[config.mk]
export PLATFORM = sky130hd
export DESIGN_NAME = note_sequencer_flat
export DESIGN_NICKNAME = d
export VERILOG_FILES = /design/src/rtl/note_sequencer_if.sv /design/src/rtl/note_sequencer.sv /design/src/flat_wrapper.sv
export SDC_FILE = /design/constraint.sdc
export NUM_CORES = 1
export LEC_CHECK = 0
export ABC_AREA = 1
export CAP_MARGIN = 20
export CORE_MARGIN = 5
export CORE_UTILIZATION = 56
export DETAILED_ROUTE_END_ITERATION = 12
export PLACE_DENSITY = 0.73
export SYNTH_ARGS = -nofsm -noshare
export SYNTH_HDL_FRONTEND = slang
export SYNTH_SLANG_ARGS = --single-unit
[constraint.sdc]
create_clock -name clk_in -period 4.3 [get_ports clk_in]
set_input_delay 0.86 -clock clk_in [delete_from_list [all_inputs] [get_ports clk_in]]
set_output_delay 0.86 -clock clk_in [all_outputs]
set_load 0.02 [all_outputs]
[src/rtl/note_sequencer_if.sv]
// Note-table write bus: the host or ROM loader (master) programs one entry per strobe.
interface note_sequencer_if #(
    parameter int AW    = 3,
    parameter int DIV_W = 16,
    parameter int DUR_W = 12
) ();
    logic             wr_en;
    logic [AW-1:0]    wr_addr;
    logic [DIV_W-1:0] wr_div;
    logic [DUR_W-1:0] wr_dur;

    modport master (output wr_en, wr_addr, wr_div, wr_dur);
    modport slave  (input  wr_en, wr_addr, wr_div, wr_dur);
endinterface

[src/rtl/note_sequencer.sv]
// Plays a programmable note table through one shared, runtime-reloaded modulo-div tone divider,
// with per-note durations in tempo ticks and an optional silent gap between notes.
module note_sequencer #(
    parameter int CLK_HZ    = 12_000_000,
    parameter int TEMPO_HZ  = 1_000,
    parameter int NOTES     = 8,
    parameter int DIV_W     = 16,
    parameter int DUR_W     = 12,
    parameter int GAP_TICKS = 20,
    localparam int AW       = $clog2(NOTES)
) (
    input  logic                clk_in,
    input  logic                rstn,
    input  logic                start,
    input  logic                stop,
    input  logic                loop,
    note_sequencer_if.slave     wr,
    output logic                tone_out,
    output logic                busy,
    output logic [AW-1:0]       note_idx,
    output logic                done
);
    localparam int TICK   = CLK_HZ / TEMPO_HZ;
    localparam int TICK_W = (TICK > 1) ? $clog2(TICK) : 1;
    localparam int GAP_W  = (GAP_TICKS > 0) ? $clog2(GAP_TICKS + 1) : 1;
    localparam int CNT_W  = (DUR_W > GAP_W) ? DUR_W : GAP_W;
    localparam logic [CNT_W-1:0] GAP_LAST = CNT_W'((GAP_TICKS == 0) ? 0 : GAP_TICKS - 1);

    typedef enum logic [1:0] {S_IDLE, S_LOAD, S_PLAY, S_GAP} state_t;

    state_t             state;
    logic [DIV_W-1:0]   tbl_div [NOTES];
    logic [DUR_W-1:0]   tbl_dur [NOTES];
    logic [DIV_W-1:0]   div_q;
    logic [DUR_W-1:0]   dur_q;
    logic [DIV_W-1:0]   tone_cnt;
    logic [TICK_W-1:0]  tick_cnt;
    logic [CNT_W-1:0]   tick_num;
    logic               played;

    // NOTE: the table must read back as all-zero after reset, so it is built from
    // resettable flops rather than an inferred RAM, which could not be cleared in one cycle.
    always_ff @(posedge clk_in or negedge rstn) begin
        if (!rstn) begin
            for (int i = 0; i < NOTES; i++) begin
                tbl_div[i] <= '0;
                tbl_dur[i] <= '0;
            end
        end else if (wr.wr_en) begin
            tbl_div[wr.wr_addr] <= wr.wr_div;
            tbl_dur[wr.wr_addr] <= wr.wr_dur;
        end
    end

    logic [DIV_W-1:0] rd_div;
    logic [DUR_W-1:0] rd_dur;
    logic [DIV_W-1:0] tone_next;
    logic             tick_wrap;
    logic             play_last;
    logic             gap_last;
    logic             advance;

    assign rd_div    = tbl_div[note_idx];
    assign rd_dur    = tbl_dur[note_idx];
    assign tone_next = (tone_cnt == div_q - DIV_W'(1)) ? '0 : tone_cnt + DIV_W'(1);
    assign tick_wrap = (tick_cnt == TICK_W'(TICK - 1));
    assign play_last = tick_wrap && (tick_num == CNT_W'(dur_q - DUR_W'(1)));
    assign gap_last  = tick_wrap && (tick_num == GAP_LAST);
    assign advance   = ((state == S_PLAY) && play_last && (GAP_TICKS == 0))
                    || ((state == S_GAP) && gap_last);

    // NOTE: every register below updates with <= so all reads in a cycle see the
    // pre-edge values; the advance block relies on later assignments overriding earlier ones.
    always_ff @(posedge clk_in or negedge rstn) begin
        if (!rstn) begin
            state    <= S_IDLE;
            tone_out <= 1'b0;
            busy     <= 1'b0;
            note_idx <= '0;
            done     <= 1'b0;
            div_q    <= '0;
            dur_q    <= '0;
            tone_cnt <= '0;
            tick_cnt <= '0;
            tick_num <= '0;
            played   <= 1'b0;
        end else begin
            done <= 1'b0;
            if (stop) begin
                state    <= S_IDLE;
                busy     <= 1'b0;
                tone_out <= 1'b0;
                note_idx <= '0;
            end else begin
                case (state)
                    S_IDLE: if (start) begin
                        note_idx <= '0;
                        played   <= 1'b0;
                        busy     <= 1'b1;
                        state    <= S_LOAD;
                    end
                    S_LOAD: begin
                        if (rd_dur == '0) begin
                            // played is cleared on every restart, so an empty entry 0 always ends
                            if (loop && played) begin
                                note_idx <= '0;
                                played   <= 1'b0;
                            end else begin
                                done  <= 1'b1;
                                busy  <= 1'b0;
                                state <= S_IDLE;
                            end
                        end else begin
                            div_q    <= rd_div;
                            dur_q    <= rd_dur;
                            tone_cnt <= '0;
                            tick_cnt <= '0;
                            tick_num <= '0;
                            tone_out <= 1'b0;
                            played   <= 1'b1;
                            state    <= S_PLAY;
                        end
                    end
                    S_PLAY: begin
                        tone_cnt <= tone_next;
                        tone_out <= (div_q >= DIV_W'(2)) && (tone_next >= (div_q >> 1));
                        tick_cnt <= tick_wrap ? '0 : tick_cnt + TICK_W'(1);
                        if (tick_wrap) tick_num <= tick_num + CNT_W'(1);
                        if (play_last) begin
                            tone_out <= 1'b0;
                            tick_cnt <= '0;
                            tick_num <= '0;
                            state    <= S_GAP;
                        end
                    end
                    S_GAP: begin
                        tick_cnt <= tick_wrap ? '0 : tick_cnt + TICK_W'(1);
                        if (tick_wrap) tick_num <= tick_num + CNT_W'(1);
                    end
                    default: state <= S_IDLE;
                endcase

                if (advance) begin
                    if (note_idx == AW'(NOTES - 1)) begin
                        if (loop && played) begin
                            note_idx <= '0;
                            played   <= 1'b0;
                            state    <= S_LOAD;
                        end else begin
                            done  <= 1'b1;
                            busy  <= 1'b0;
                            state <= S_IDLE;
                        end
                    end else begin
                        note_idx <= note_idx + AW'(1);
                        state    <= S_LOAD;
                    end
                end
            end
        end
    end
endmodule
[src/flat_wrapper.sv]
// flat-port wrapper written by rule: the top's interface ports become plain ports
module note_sequencer_flat 
#(
    parameter int CLK_HZ    = 12_000_000,
    parameter int TEMPO_HZ  = 1_000,
    parameter int NOTES     = 8,
    parameter int DIV_W     = 16,
    parameter int DUR_W     = 12,
    parameter int GAP_TICKS = 20,
    localparam int AW       = $clog2(NOTES)
)
  (clk_in, rstn, start, stop, loop, tone_out, busy, note_idx, done, wr_wr_en, wr_wr_addr, wr_wr_div, wr_wr_dur);
  note_sequencer_if #(.DIV_W(DIV_W), .DUR_W(DUR_W)) wr_i ();
  input  logic clk_in;
  input  logic rstn;
  input  logic start;
  input  logic stop;
  input  logic loop;
  output logic tone_out;
  output logic busy;
  output logic [AW-1:0] note_idx;
  output logic done;
  input wire logic [$bits(wr_i.wr_en)-1:0] wr_wr_en;
  input wire logic [$bits(wr_i.wr_addr)-1:0] wr_wr_addr;
  input wire logic [$bits(wr_i.wr_div)-1:0] wr_wr_div;
  input wire logic [$bits(wr_i.wr_dur)-1:0] wr_wr_dur;
  assign wr_i.wr_en = wr_wr_en;
  assign wr_i.wr_addr = wr_wr_addr;
  assign wr_i.wr_div = wr_wr_div;
  assign wr_i.wr_dur = wr_wr_dur;
  note_sequencer #(.CLK_HZ(CLK_HZ), .TEMPO_HZ(TEMPO_HZ), .NOTES(NOTES), .DIV_W(DIV_W), .DUR_W(DUR_W), .GAP_TICKS(GAP_TICKS)) u_core (.clk_in(clk_in), .rstn(rstn), .start(start), .stop(stop), .loop(loop), .wr(wr_i), .tone_out(tone_out), .busy(busy), .note_idx(note_idx), .done(done));
endmodule
# After elaboration in Yosys (flattened, before gate mapping)
# Index checks and enable logic that the tools add are counted.
# word_totals
output_inout_bits,6
word_cells,138
reg_bits,303
in_bits,37
# op_classes
addsub,6
muxes,66
magnitude_cmp,5
reduce_logical,17
bitwise,4
n_eq_ne,13
# ops
operator,count
128-bit bitwise mux,1
96-bit bitwise mux,1
16-bit two-way mux,5
12-bit two-way mux,6
16-bit binary-select mux with 3-bit select,1
16-bit demux with 3-bit select,1
14-bit two-way mux,3
14-bit case mux with 3 select lines,1
12-bit binary-select mux with 3-bit select,1
12-bit demux with 3-bit select,1
12-bit case mux with 3 select lines,1
16-bit case mux with 2 select lines,1
1-bit two-way mux,25
3-bit two-way mux,7
16-bit by 1-bit adder with 16-bit output (second input constant),1
16-bit equality test,1
16-bit by 15-bit >= comparator with 1-bit output,1
16-bit by 2-bit >= comparator with 1-bit output (second input constant),1
16-bit by 1-bit subtractor with 16-bit output (second input constant),1
14-bit by 1-bit adder with 14-bit output (second input constant),1
14-bit equality test (second input constant),1
12-bit by 1-bit adder with 12-bit output (second input constant),1
12-bit equality test,1
12-bit by 5-bit equality test with 1-bit output (second input constant),1
other kinds (27),46

# Logic depth before layout (Yosys ltp)
# Gate-level depths: netlist (run 1).
# logic_depth
ltp_word,11
mapped_depth,33
ltp_nobuf,32

# Worst setup path before layout (run 1)
# No wires, ideal clock.
# synth_timing
path_type,register -> register
start,register u_core.div_q[0]
end,register u_core.tone_out
t_required_ps,4183
path_stages_with_launch,30
setup_slack_ps,1468
setup_ps,117
path_buffers,1
t_arrival_ps,2715
synth_period_minus_slack_ps,2832
cell_sequence,dfrtp_1 -> inv_1 -> ha_1 -> nand2_1 -> nor2_1 -> nand2_1 -> nand2_1 -> nand2_1 -> nor2_1 -> nand2_1 -> nor2_1 -> nand2_1 -> inv_1 -> buf_2 -> nor2_1 -> ha_1 -> a21oi_1 -> nand2_1 -> nand2_1 -> nand2_1 -> nand2_1 -> nand2_1 -> nand2_1 -> nand2_1 -> nand2_1 -> nand2_1 -> nand2_1 -> nand2_1 -> nand2_1 -> nand2_1
# synth_via
elab_chain_len,8
word_cells_on_any_way,9
cone_classes,add/sub: 1; order compare: 2; eq/ne: 1; mux: 4; reduce/logical: 1
# synth_rtl
item,line,source
from (decl),note_sequencer.sv:34,logic [DIV_W-1:0] div_q;
from (signal assigned),note_sequencer.sv:114,div_q <= rd_div;
16-bit by 1-bit subtractor with 16-bit output,note_sequencer.sv:65,assign tone_next = (tone_cnt == div_q - DIV_W'(1)) ? '0 : tone_cnt + DIV_W'(1);
16-bit equality test,note_sequencer.sv:65,
16-bit two-way mux,note_sequencer.sv:65,
16-bit by 15-bit >= comparator with 1-bit output,note_sequencer.sv:126,tone_out <= (div_q >= DIV_W'(2)) && (tone_next >= (div_q >> 1));
1-bit logical AND *,note_sequencer.sv:126,
1-bit two-way mux *,note_sequencer.sv:129,if (play_last) begin
1-bit case mux with 2 select lines *,note_sequencer.sv:95,case (state)
1-bit two-way mux *,note_sequencer.sv:89,if (stop) begin
to (signal assigned),note_sequencer.sv:126,
to (decl),note_sequencer.sv:18,"output logic tone_out,"
# Mark *: on every way between the ends. The rest lies on a longest branch, timed or not.
# A chain may end at the register's enable or synchronous reset.

# Worst setup path after layout (run 1)
# layout_timing
start,register u_core.note_idx[0]
end,output port note_idx[0]
# layout_rtl
item,line,source
from (decl),note_sequencer.sv:20,"output logic [AW-1:0] note_idx,"
from (signal assigned),note_sequencer.sv:155,note_idx <= note_idx + AW'(1);
to (decl),flat_wrapper.sv:21,output logic [AW-1:0] note_idx;
# No word-level cell between the ends.

==> impl_metrics.ini, run 1 <==
[outcome]
status = complete, no violations

[clock_network]
cts_resized = 0
cts_made_buffers = 35
cts_root_buf = clkbuf_16
insertion_delay_ns = 0.52
clk_pin_slew_ns = 0.06
ctsHoldBuffers = 0
htreeDepth = 2
cts_tree = built
postCtsSetupBuffers = 0
cts_buffer_depth = 3
clkSinkCount = 303

[routing]
drt_wl_total_mm = 41.86
first_pass_iters = 6
ant_nets = 0
drc = 0
vias = 14400
drt_iter0_drc = 1225
viasPerCell = 5.554
avgRoutedWirePerCell_um = 16.14

[grt]
grt_max_degree = 100
antenna_found_initial = 0
grt_pass1_wl_mm = 69.64
first_global_vias = 13480
grtUsageTotal_pct = 25.39
grt_overflow = 0

[yosys]
synth_area_leaders = dfrtp_1 46%, nand2_1 15%, o21ai_0 11%, inv_1 4.7%, nor2_1 4.5%
synth_area_um2 = 16380
syn-mean-instance-area_um2 = 7.429
syn_inst = 2205
synth_top_area_share_pct = 46.28
synth.most_common_cell = nand2_1
synth-seq-cells = 303
synth_common_cells = 634 x nand2_1, 345 x o21ai_0, 303 x dfrtp_1
syn_nets = 2269
synthArstFlopShare_pct = 100.0
yosysSeqAreaShare_pct = 46.28
ys_types = 42
synth_edf_count = 0
yosys_warnings = 0
synth_ff_type = dfrtp_1
yosysTopAreaCell = dfrtp_1

[worst_setup_path]
crit_chain = buf_4 > buf_4 > clkdlybuf4s50_1
endpoint_kind = output port
critical_path_required_ns = 3.44
path_class = flip-flop to output port
cpPeakStageDelay_ns = 0.82
cp_top_family = buffers and inverters
cp_num_cells = 3
critPathLaunchType = flip-flop
arrival_ns = 2.95
path_max_fanout = 66
critPathSlowestCell = clkdlybuf4s50_1
cp_num_buf_inv = 3
worstRegToRegCells = 25
crit_top_cell = buf_4

[timing]
setup_viol = 0
tns_ns = 0
hold_ws_ns = 0.3690
finalCritPeriodShare_pct = 88.61
slew_headroom_pct = 36.70
finalHoldViolations = 0
rsz0062_at_grt = no
slew_viol_final = 0
finalCriticalPeriod_ns = 3.810
fmax_ghz = 0.2625
fin_skew_ns = 0.01280
worst_pin_slew_ns = 0.9469

[finish]
stdcell_count = 2593
drive_gt1_share_pct = 4.980
area_growth_pct = 11.36
diodes = 0
final_area_um2 = 18240
postLayoutCoreUtil_pct = 63.39
fin_nets = 2248

[power]
cellPowerDensity_nw_per_um2 = 516.6
power_leakage_nw = 8.687
ir_drop_mv = 0.3901

[floorplanning]
rows = 62
start_util_pct = 56.92
io_pins = 43
core_area_um2 = 28780
die_w_um = 181.0
fp.dieArea_um2 = 32770
die_h_um = 181.0

[place]
place_inst = 2525
dp_hpwl_mm = 25.92
port_buffers = 42
place.gp.congestion = 0.8697
placed_area_um2 = 16910

[worst_hold_path]
worstHoldPathType = input pin to async pin

[flow_run]
maxCapViolations = 0
[final cells by class]
class / count / area, um^2
Inverter: 214 / 805.8
Multi-Input combinational cell: 1564 / 7453
Timing Repair Buffer: 66 / 720.7
Clock inverter: 17 / 212.7
Tap cell: 384 / 480.5
Sequential cell: 303 / 7587
Fill cell: 2569 / 10540
Clock buffer: 45 / 983.4
[cells by family (layout without fill, tap and decap cells)]
logic type / count (synthesis) / count (layout) / synth area share (%)
xor gates and xnor gates: 42 / 42 / 2.245
adders and majority gates: 27 / 27 / 2.062
AOI/OAI and AO/OA: 460 / 460 / 15.06
muxes: 1 / 1 / 0.06110
and+or+nand+nor: 1034 / 1034 / 25.87
buffers and inverters: 338 / 342 / 8.417
DFF: 303 / 303 / 46.28
[layout by cell type, fill, tap and decap left out, types with 4 or more instances in the layout]
cell | synthesis | routed
o221ai_1 | 16 | 16
nor2_1 | 195 | 194
nor3_1 | 27 | 26
nand4_1 | 14 | 14
nand2_1 | 634 | 628
clkbuf_8 | 0 | 7
ha_1 | 27 | 27
nand2_2 | 2 | 8
nor4_1 | 9 | 9
clkbuf_16 | 0 | 35
dfrtp_1 | 303 | 301
nand3b_1 | 17 | 17
buf_4 | 5 | 16
buf_12 | 0 | 6
xor2_1 | 29 | 29
nand3_1 | 123 | 122
clkinv_2 | 0 | 9
o21ai_0 | 345 | 345
or2_2 | 4 | 4
xnor2_1 | 13 | 13
inv_1 | 207 | 207
o211ai_1 | 19 | 19
o21a_1 | 6 | 6
a21oi_1 | 36 | 36
o21ai_1 | 14 | 14
o22ai_1 | 16 | 16
bufinv_16 | 0 | 4
clkdlybuf4s50_1 | 0 | 41
[final timing paths]
| kind | from | endpoint | slack [ns] |
|---|---|---|---|
| min in group clk_in | u_core.tbl_div[96]$_DFFE_PN0P_ | u_core.tbl_div[96]$_DFFE_PN0P_ | 0.48 |
| max in group asynchronous | rstn | u_core.tbl_div[121]$_DFFE_PN0P_ | 2.92 |
| min | rstn | u_core.tick_num[8]$_DFFE_PN0P_ | 0.37 |
| min reg2reg | u_core.tbl_div[96]$_DFFE_PN0P_ | u_core.tbl_div[96]$_DFFE_PN0P_ | 0.48 |
| max reg2reg | u_core.div_q[0]$_DFFE_PN0P_ | u_core.tone_out$_DFFE_PN0P_ | 0.91 |
| max | u_core.note_idx[0]$_DFF_PN0_ | note_idx[0] | 0.49 |
[where the power goes]
part / switching [mW] / total [mW] / internal [mW]
registers: 0.353 / 3.74 / 3.39
logic: 1.69 / 2.60 / 0.906
clock network: 1.21 / 3.08 / 1.87
total: 3.26 / 9.42 / 6.16
[sequential cells by signal, summed over array words and instances, names as in the netlist]
signal           cells
u_core.tbl_div     128
u_core.tbl_dur      96
u_core.div_q        16
u_core.tone_cnt     16
u_core.tick_cnt     14
u_core.dur_q        12
u_core.tick_num     12
u_core.note_idx      3
u_core.state         2
u_core.busy          1
u_core.done          1
u_core.played        1
u_core.tone_out      1
[per-stage QoR]
stage	total power [mW]	worst slack, ns
floorplan	5.647	1.468
global placement	6.270	0.9908
detailed placement	6.351	0.8943
CTS	9.455	0.4854
global route	10.06	0.3752
finish	9.424	0.4899
[routing by layer]
metal	GRT usage [%]	vias up	wire length [um]
met1	37.03	6810	19360
met2	40.17	425	18990
met3	3.559	69	2567
met5	0	-	0
li1	-	7097	-
met4	7.025	0	939
(Power assumes the default switching activity.)
==> inputs of run 2 (changes only) <==
ABC_CLOCK_PERIOD_IN_PS = 4300   (was default)
CTS_BUF_LIST = sky130_fd_sc_hd__clkbuf_16   (was default)
MAX_ROUTING_LAYER = met4   (was default)
==> run 2 against run 1 <==
Effect of this change: die area unchanged; highest routed layer unchanged; final cell count about the same; clock skew up 0.0021 ns; maximum frequency up 0.75%; first-iteration DRC count up 7.5%; clock power down 14%.
==> impl_metrics.ini, run 2 (synthesized netlist as in run 1, its figures left out) <==
[finish]
diodes = 0
reg_top3 = u_core.tbl_div x128, u_core.tbl_dur x96
seq_area_um2 = 7587
final_common_cell = nand2_1
largest_reg_flops = 128
fill_cells = 2573
area_growth_pct = 10.26
drive_gt1_share_pct = 4.123
multiInputGateArea_um2 = 7453
fin_nets = 2247
final_area_um2 = 18060
postLayoutCoreUtil_pct = 62.76
final_cell_mix = 628 x nand2_1, 345 x o21ai_0, 301 x dfrtp_1, 216 x inv_1, 194 x nor2_1
regMostFlops = u_core.tbl_div

[routing]
drt_iter0_drc = 1317
drc = 0
viasPerCell = 5.556
vias = 14400
ant_nets = 0
drt_wl_total_mm = 41.82
avgRoutedWirePerCell_um = 16.14
first_pass_iters = 6

[floorplanning]
start_util_pct = 56.92
io_pins = 43
rows = 62
fp.dieArea_um2 = 32770
die_h_um = 181.0
core_area_um2 = 28780
die_w_um = 181.0

[grt]
grt_overflow = 0
grt_pass1_wl_mm = 69.29
first_global_vias = 13490
grt_max_degree = 108
grtUsageTotal_pct = 26.03
antenna_found_initial = 0

[worst_setup_path]
r2r-start = u_core.div_q[0]$_DFFE_PN0P_
worstRegToRegCells = 29
cp_top_family = buffers and inverters
path_class = flip-flop to output port
critical_path_required_ns = 3.44
rr_endpoint = u_core.tone_out$_DFFE_PN0P_
endpoint_kind = output port
r2r_slack_ns = 0.85
cp_num_buf_inv = 3
critPathLaunch = u_core.note_idx[0]$_DFF_PN0_
arrival_ns = 2.92
crit_top_cell = buf_4
critPathSlowestCell = clkdlybuf4s50_1
critPathLaunchType = flip-flop
path_max_fanout = 68
cpPeakStageDelay_ns = 0.81
crit_chain = buf_4 > buf_4 > clkdlybuf4s50_1

[worst_hold_path]
worstHoldPathType = input pin to async pin

[power]
clkPwrFrac_pct = 29.6
power_mw = 9.003
ir_drop_mv = 0.3508
p_int_mw = 5.797
switching_share_pct = 35.61
p_sw_mw = 3.206
power_leakage_nw = 8.619
cellPowerDensity_nw_per_um2 = 498.4
pwr-share-comb_pct = 28.9
p_seq_share_pct = 41.5

[clock_network]
cts_root_buf = clkbuf_16
clkSinkCount = 303
cts_tree = built
cts_buffer_depth = 3
cts_made_buffers = 34
clk_pin_slew_ns = 0.06
cts_resized = 0
postCtsSetupBuffers = 0
ctsHoldBuffers = 0
htreeDepth = 2
insertion_delay_ns = 0.52

[outcome]
status = complete, no violations

[flow_run]
maxCapViolations = 0

[timing]
tns_ns = 0
rsz0062_at_grt = no
slew_viol_final = 0
setup_viol = 0
slew_headroom_pct = 37.81
finalHoldViolations = 0
finalCriticalPeriod_ns = 3.782
fmax_ghz = 0.2644
fin_skew_ns = 0.01486
finalCritPeriodShare_pct = 87.95
hold_ws_ns = 0.3304
worst_pin_slew_ns = 0.9302

[place]
port_buffers = 42
dp_hpwl_mm = 25.90
placed_area_um2 = 16910
place.gp.congestion = 0.8694
run 2: changes by cell type in the layout (fill, tap and decap cells not counted), moves of 3 or more:
| cell | change |
|---|---|
| clkbuf_8 | -7 |
| bufinv_16 | -3 |
| clkinv_2 | -6 |
| clkbuf_1 | -3 |
| inv_1 | +9 |
| clkinv_1 | +11 |
run 2: worst max path at each step:
stage                                  end  slack, ns  cells past startpoint
3_5_place_dp   u_core.tone_out$_DFFE_PN0P_       0.85                     29
2_1_floorplan  u_core.tone_out$_DFFE_PN0P_       1.47                     29
3_3_place_gp   u_core.tone_out$_DFFE_PN0P_       0.98                     29
6_report                       note_idx[0]       0.52                      3
4_1_cts                        note_idx[0]       0.50                      3
5_1_grt        u_core.tone_out$_DFFE_PN0P_       0.31                     25
run 2: final cells by class:
type | count | share of cell area, %
inverters | 214 | 4.461
flip-flops and latches | 303 | 42.01
clock buffers | 34 | 4.710
well taps | 384 | 2.660
repair buffers | 66 | 4.032
multi-input cells | 1564 | 41.26
clock inverters | 26 | 0.8659
run 2: worst reg2reg max path, delay by kind of cell, from the launching register on:
family	cells	cell delay, ns
AOI/OAI and AO/OA	1	0.15
buffers and inverters	3	0.61
DFF	1	0.38
and+or+nand+nor	23	1.65
adders and majority gates	2	0.53
run 2: power groups by stage:
stage	Clock, mW	Combinational [mW]	Sequential [mW]
floorplan	0	1.95	3.70
global placement	0	2.52	3.76
detailed placement	0	2.57	3.78
CTS	2.71	2.59	3.73
global route	2.82	3.01	3.81
finish	2.66	2.60	3.74
run 2: through the flow:
step | setup WS (ns) | instances
finish | 0.5183 | 2591
global route | 0.3058 | 2591
CTS | 0.4974 | 2585
detailed placement | 0.8522 | 2525
global placement | 0.9769 | 2525
floorplan | 1.468 | 2205
run 2: metal layers:
metal | global-route usage, % | share of wire [%]
met1 | 36.94 | 46
met2 | 40.41 | 46
met3 | 3.378 | 5.9
met4 | 6.184 | 2.1
met5 | - | 0
==> inputs of run 3 (changes only) <==
SKIP_LAST_GASP = 1   (was default)
==> results of run 3 <==
Final layout, timing and power as in run 2 (identical DEF).
